## src/rtl/rescue_detect.sv

```systemverilog
// Rescue detector: tracks player/soldier sprite overlap over frames, then
// hands a banner box to the saved-drawing stage and retires the soldier.
module rescue_detect #(
  parameter int unsigned SPRITE_W       = 10,
  parameter int unsigned SPRITE_H       = 10,
  parameter int unsigned HIT_FRAMES     = 2,
  parameter int unsigned TIMEOUT_FRAMES = 40
) (
  input  logic       clk,
  input  logic       reset_n,
  input  logic       frame_tick,
  input  logic       enable,
  input  logic [8:0] player_x,
  input  logic [7:0] player_y,
  input  logic [8:0] soldier_x,
  input  logic [7:0] soldier_y,
  input  logic       soldier_valid,
  input  logic       saved_done,
  output logic       start,
  output logic [8:0] x_position_a,
  output logic [7:0] y_position_a,
  output logic [8:0] x_position_b,
  output logic [7:0] y_position_b,
  output logic       soldier_clear,
  output logic [7:0] rescue_count,
  output logic       busy,
  output logic       timeout_err
);

  localparam int unsigned X_MAX = 319;
  localparam int unsigned Y_MAX = 239;

  localparam logic [2:0] S_IDLE  = 3'd0;
  localparam logic [2:0] S_TRACK = 3'd1;
  localparam logic [2:0] S_ARM   = 3'd2;
  localparam logic [2:0] S_SHOW  = 3'd3;
  localparam logic [2:0] S_CLEAR = 3'd4;

  logic [2:0] state, state_nxt;
  logic [3:0] hit_cnt, hit_cnt_nxt;
  logic [5:0] frm_cnt, frm_cnt_nxt;
  logic       load_box, timeout_hit;

  logic [8:0] dx, min_x, max_x, box_xb;
  logic [7:0] dy, min_y, max_y, box_yb;
  logic [9:0] sum_x;
  logic [8:0] sum_y;
  logic       overlap;

  // Absolute differences taken by ordering operands, so nothing wraps.
  always_comb begin
    dx      = (player_x >= soldier_x) ? player_x - soldier_x : soldier_x - player_x;
    dy      = (player_y >= soldier_y) ? player_y - soldier_y : soldier_y - player_y;
    overlap = (dx < 9'(SPRITE_W)) && (dy < 8'(SPRITE_H));
    min_x   = (player_x < soldier_x) ? player_x : soldier_x;
    max_x   = (player_x < soldier_x) ? soldier_x : player_x;
    min_y   = (player_y < soldier_y) ? player_y : soldier_y;
    max_y   = (player_y < soldier_y) ? soldier_y : player_y;
    sum_x   = 10'(max_x) + 10'(SPRITE_W - 1);
    sum_y   = 9'(max_y) + 9'(SPRITE_H - 1);
    box_xb  = (sum_x > 10'(X_MAX)) ? 9'(X_MAX) : sum_x[8:0];
    box_yb  = (sum_y > 9'(Y_MAX)) ? 8'(Y_MAX) : sum_y[7:0];
  end

  // Next-state logic; a tick on the TRACK->ARM cycle is deliberately dropped.
  always_comb begin
    state_nxt   = state;
    hit_cnt_nxt = hit_cnt;
    frm_cnt_nxt = frm_cnt;
    load_box    = 1'b0;
    timeout_hit = 1'b0;
    case (state)
      S_IDLE: begin
        hit_cnt_nxt = 4'd0;
        if (enable && soldier_valid) state_nxt = S_TRACK;
      end
      S_TRACK: begin
        if (!(enable && soldier_valid)) begin
          state_nxt   = S_IDLE;
          hit_cnt_nxt = 4'd0;
        end else if (hit_cnt == 4'(HIT_FRAMES)) begin
          state_nxt   = S_ARM;
          hit_cnt_nxt = 4'd0;
          load_box    = 1'b1;
        end else if (frame_tick) begin
          hit_cnt_nxt = overlap ? hit_cnt + 4'd1 : 4'd0;
        end
      end
      S_ARM: begin
        frm_cnt_nxt = 6'd0;
        if (frame_tick) state_nxt = S_SHOW;
      end
      S_SHOW: begin
        // Done is only trusted once a frame has elapsed in SHOW.
        if (saved_done && (frm_cnt != 6'd0)) begin
          state_nxt = S_CLEAR;
        end else if (frame_tick) begin
          if (frm_cnt == 6'(TIMEOUT_FRAMES - 1)) begin
            state_nxt   = S_CLEAR;
            timeout_hit = 1'b1;
          end else begin
            frm_cnt_nxt = frm_cnt + 6'd1;
          end
        end
      end
      S_CLEAR: state_nxt = S_IDLE;
      default: state_nxt = S_IDLE;
    endcase
  end

  // State and registered outputs.
  always_ff @(posedge clk) begin
    if (!reset_n) begin
      state         <= S_IDLE;
      hit_cnt       <= 4'd0;
      frm_cnt       <= 6'd0;
      start         <= 1'b0;
      soldier_clear <= 1'b0;
      rescue_count  <= 8'd0;
      timeout_err   <= 1'b0;
      x_position_a  <= 9'd0;
      y_position_a  <= 8'd0;
      x_position_b  <= 9'd0;
      y_position_b  <= 8'd0;
    end else begin
      state         <= state_nxt;
      hit_cnt       <= hit_cnt_nxt;
      frm_cnt       <= frm_cnt_nxt;
      start         <= (state_nxt == S_ARM);
      soldier_clear <= (state_nxt == S_CLEAR);
      if ((state_nxt == S_CLEAR) && (rescue_count != 8'hFF))
        rescue_count <= rescue_count + 8'd1;
      if (timeout_hit) timeout_err <= 1'b1;
      if (load_box) begin
        x_position_a <= min_x;
        y_position_a <= min_y;
        x_position_b <= box_xb;
        y_position_b <= box_yb;
      end
    end
  end

  assign busy = (state == S_ARM) || (state == S_SHOW) || (state == S_CLEAR);

endmodule

```

## config.mk

```make
export PLATFORM = sky130hd
export DESIGN_NAME = rescue_detect
export DESIGN_NICKNAME = d
export VERILOG_FILES = /design/src/rtl/rescue_detect.sv
export SDC_FILE = /design/constraint.sdc
export NUM_CORES = 1
export LEC_CHECK = 0
export BUFFER_PORTS_ARGS = -buffer_cell sky130_fd_sc_hd__buf_2
export CAP_MARGIN = 20
export CORE_MARGIN = 4
export CORE_UTILIZATION = 50
export DETAILED_ROUTE_END_ITERATION = 6
export PLACE_DENSITY = 0.77
export SYNTH_ARGS = -nofsm -noshare
export SYNTH_HDL_FRONTEND = slang
export SYNTH_SLANG_ARGS = --single-unit
```

## constraint.sdc

```tcl
create_clock -name clk -period 12.6 [get_ports clk]
set_input_delay 1.26 -clock clk [delete_from_list [all_inputs] [get_ports clk]]
set_output_delay 1.26 -clock clk [all_outputs]
set_load 0.03 [all_outputs]
```

==> impl_metrics.yaml <==
outcome:
  status: "completed"
place:
  dp_hpwl_um: 10100
  routabilityCongestion: 0.935
  portBuffers: 85
  place_area_um2: 5300
power:
  power_density_nw_per_um2: 99.7
  ir_drop_v: 0.0000585
  finalPower_mw: 0.553
  p_leak_nw: 2.73
route:
  first_iter_violations: 353
  drc_errors: 0
  wl_per_cell_um: 16.3
  vias_per_cell: 5.83
  antenna_left: 0
  drt_wl_total_um: 13100
  firstDrtPassIters: 5
  vias: 4679
synthesis:
  synth.area.mux_share_pct: 4.87
  synth_area_per_cell_um2: 8.06
  synth_cell_types: 63
  ys_ff_latch: 58
  synth-compound-area-share_pct: 27.9
  yosys_warnings: 0
  synth_fp_nets: 680
  synth_top_family_by_area: "compound AO/OA/AOI/OAI gates"
  synth_area_um2: 4800
  synthFlopType: "dfxtp_1"
  synth-simple-area-share_pct: 19.8
  synth_fa_ha_area_share_pct: 12.1
  ys_async_sr_fraction_pct: 0
  ys_seq_area_share_pct: 24.2
  syn_inst: 596
  synth-edff-count: 0
  synthXorXnorAreaFrac_pct: 4.92
sta:
  period_share_pct: 38.2
  setup_violations: 0
  rsz0062_at_grt: "false"
  fmax_mhz: 208
  fin_tns_setup_ns: 0
  relSlewSlack_pct: 41.2
  finalHoldViolCount: 0
  finClkSkew_ns: 0.0121
  worst_pin_slew_ns: 0.882
  fin_crit_ns: 4.82
  drv_slew: 0
die:
  die-height_um: 106
  dieArea_um2: 11200
  core_area_um2: 9280
  io_pins: 86
  die_w_um: 106
  row_count: 35
  start_util_pct: 51.7
critical_path:
  r2r_start: "hit_cnt[0]"
  endpoint: "x_position_b[2]"
  crit_start: "player_x[1]"
  crit_chain: "buf_2 > inv_1 > ha_1 > nor2b_1 > o2111ai_1 > a21boi_1 > buf_4 > nor2_2 > buf_4 > nand2_1 > o21ai_0 > ha_1 > inv_1 > a21o_1 > a211oi_1 > mux2_2 > o31ai_2 > a31oi_1"
  worst_setup_path_start_kind: "primary input"
  rrSetupSlack_ns: 9.89
  cp.arrival_ns: 5.01
  regToRegEndpoint: "hit_cnt[2]"
  reg2reg_depth: 10
  crit_type: "in2reg"
  cp_max_fo: 27
  cpMaxStageDelayCell: "o31ai_2"
  crit_path_end_kind: "flip-flop"
  cpPeakStageDelay_ns: 0.42
  crit_required_ns: 12.79
cts:
  numCtsBuffers: 9
  clk_pin_slew_ns: 0.07
  tritoncts: "yes"
  cts_setup_buffers: 0
  clock_sinks: 58
  cts_buffer_depth: 2
  root_buffer: "clkbuf_8"
  insertion_delay_ns: 0.34
  htree_num_levels: 3
  postCtsResizedCells: 0
  holdBufCountCts: 0
global_routing:
  grt_max_degree: 59
  track_usage_pct: 23.5
  grt_pass1_vias: 4560
  antenna_found_initial: 0
  grt_pass1_wl_um: 21900
  grt-ovfl-total: 0
finish:
  final_cell_area_um2: 5540
  diodes: 0
  final_layout_size_suffix_gt1_share_pct: 19.8
  nNetsFinal: 752
  area_growth_pct: 15.4
min_path:
  hp-class: "reg2reg"
job:
  max-cap-violations: 0
==> sequential cells by signal (all words and copies together), names as in the netlist <==
| register | flops |
|---|---|
| y_position_a | 8 |
| frm_cnt | 6 |
| y_position_b | 8 |
| start | 1 |
| state | 3 |
| rescue_count | 8 |
| soldier_clear | 1 |
| hit_cnt | 4 |
| x_position_a | 9 |
| timeout_err | 1 |
| x_position_b | 9 |
==> worst min-delay path by stage <==
stage / endpoint / cells after the start / from / slack (ns)
floorplan: hit_cnt[3] / 1 / hit_cnt[3] / 0.49
global placement: timeout_err / 1 / timeout_err / 0.45
detailed placement: timeout_err / 1 / timeout_err / 0.45
CTS: timeout_err / 1 / timeout_err / 0.46
global route: timeout_err / 1 / timeout_err / 0.48
finish: timeout_err / 1 / timeout_err / 0.46
==> cells by family after synthesis <==
logic type | Yosys count
flip-flops | 58
AND/OR/NAND/NOR | 191
XOR/XNOR | 27
multiplexers | 23
adder cells (fa/ha/maj) | 44
AO/OA/AOI/OAI | 181
buffers and inverters | 72
==> cells in the mapped netlist (all sizes together) (6+ instances only) <==
cell type	count	area (um2)
clkbuf	17	63.8
nor2	38	143
inv	44	165
o21ai	34	178
xor2	12	105
a21boi	8	60.1
dfxtp	58	1160
ha	40	500
a211oi	10	75.1
a2111oi	6	65.1
and2	17	106
xnor2	15	131
a31oi	13	81.3
mux2i	20	200
nand3	22	110
nand2	58	225
o21a	9	67.6
nor3	7	35.0
nand4	11	68.8
a21oi	22	114
or2	7	43.8
a21o	7	52.6
o211ai	20	150
o211a	19	190
buf	11	71.3
nor2b	7	43.8
==> cell type report <==
class	instances	area [um2]
Tap cell	129	161
Inverter	44	165
Sequential cell	58	1160
Clock inverter	7	125
Clock buffer	9	124
Fill cell	863	3740
Timing Repair Buffer	89	455
Multi-Input combinational cell	466	3350
==> through the flow <==
step	hold slack (ns)	util, %	worst slack, ns	std cells
after floorplan	0.488	-	7.73	596
after global placement	0.446	57.0	7.66	786
after detailed placement	0.448	57.0	7.51	786
after CTS	0.464	59.7	7.86	802
after global routing	0.483	59.7	7.42	802
final	0.461	59.7	7.78	802
==> layout by cell type, fill, tap and decap left out, types with 9 or more instances in the layout <==
master,synthesis,final
o21ai_0,31,31
clkbuf_8,0,9
mux2i_1,20,20
nand4_1,11,11
nor2_1,38,36
nand3_1,22,22
xor2_1,12,12
a211oi_1,10,10
o21a_1,9,9
xnor2_1,15,15
and2_1,17,17
nand2_1,57,57
ha_1,40,40
dfxtp_1,58,58
a21oi_1,21,21
o211a_1,19,19
inv_1,44,44
a31oi_1,13,13
buf_2,6,85
o211ai_1,20,20
==> worst max-delay path, delay by kind of cell <==
kind                       cells  cell delay (ns)
adders and majority gates      2             0.53
muxes                          1             0.39
AOI/OAI and AO/OA              7             1.56
and+or+nand+nor                3             0.43
buffers and inverters          5             0.83
==> power by group <==
group          switching (mW)  internal (mW)  total, mW
combinational          0.0919         0.0571      0.149
clock                  0.0872          0.133      0.220
sequential           0.000418          0.183      0.184
total                   0.179          0.373      0.553
==> metal layers <==
metal  global-route usage (%)  vias to the layer above  wire, um
li1                         -                     2315         -
met1                     32.4                     2183      6130
met2                     37.9                      162      6000
met3                     3.83                       19       788
met4                     6.75                        0       191
met5                        0                        -         0
(Power assumes the default switching activity.)
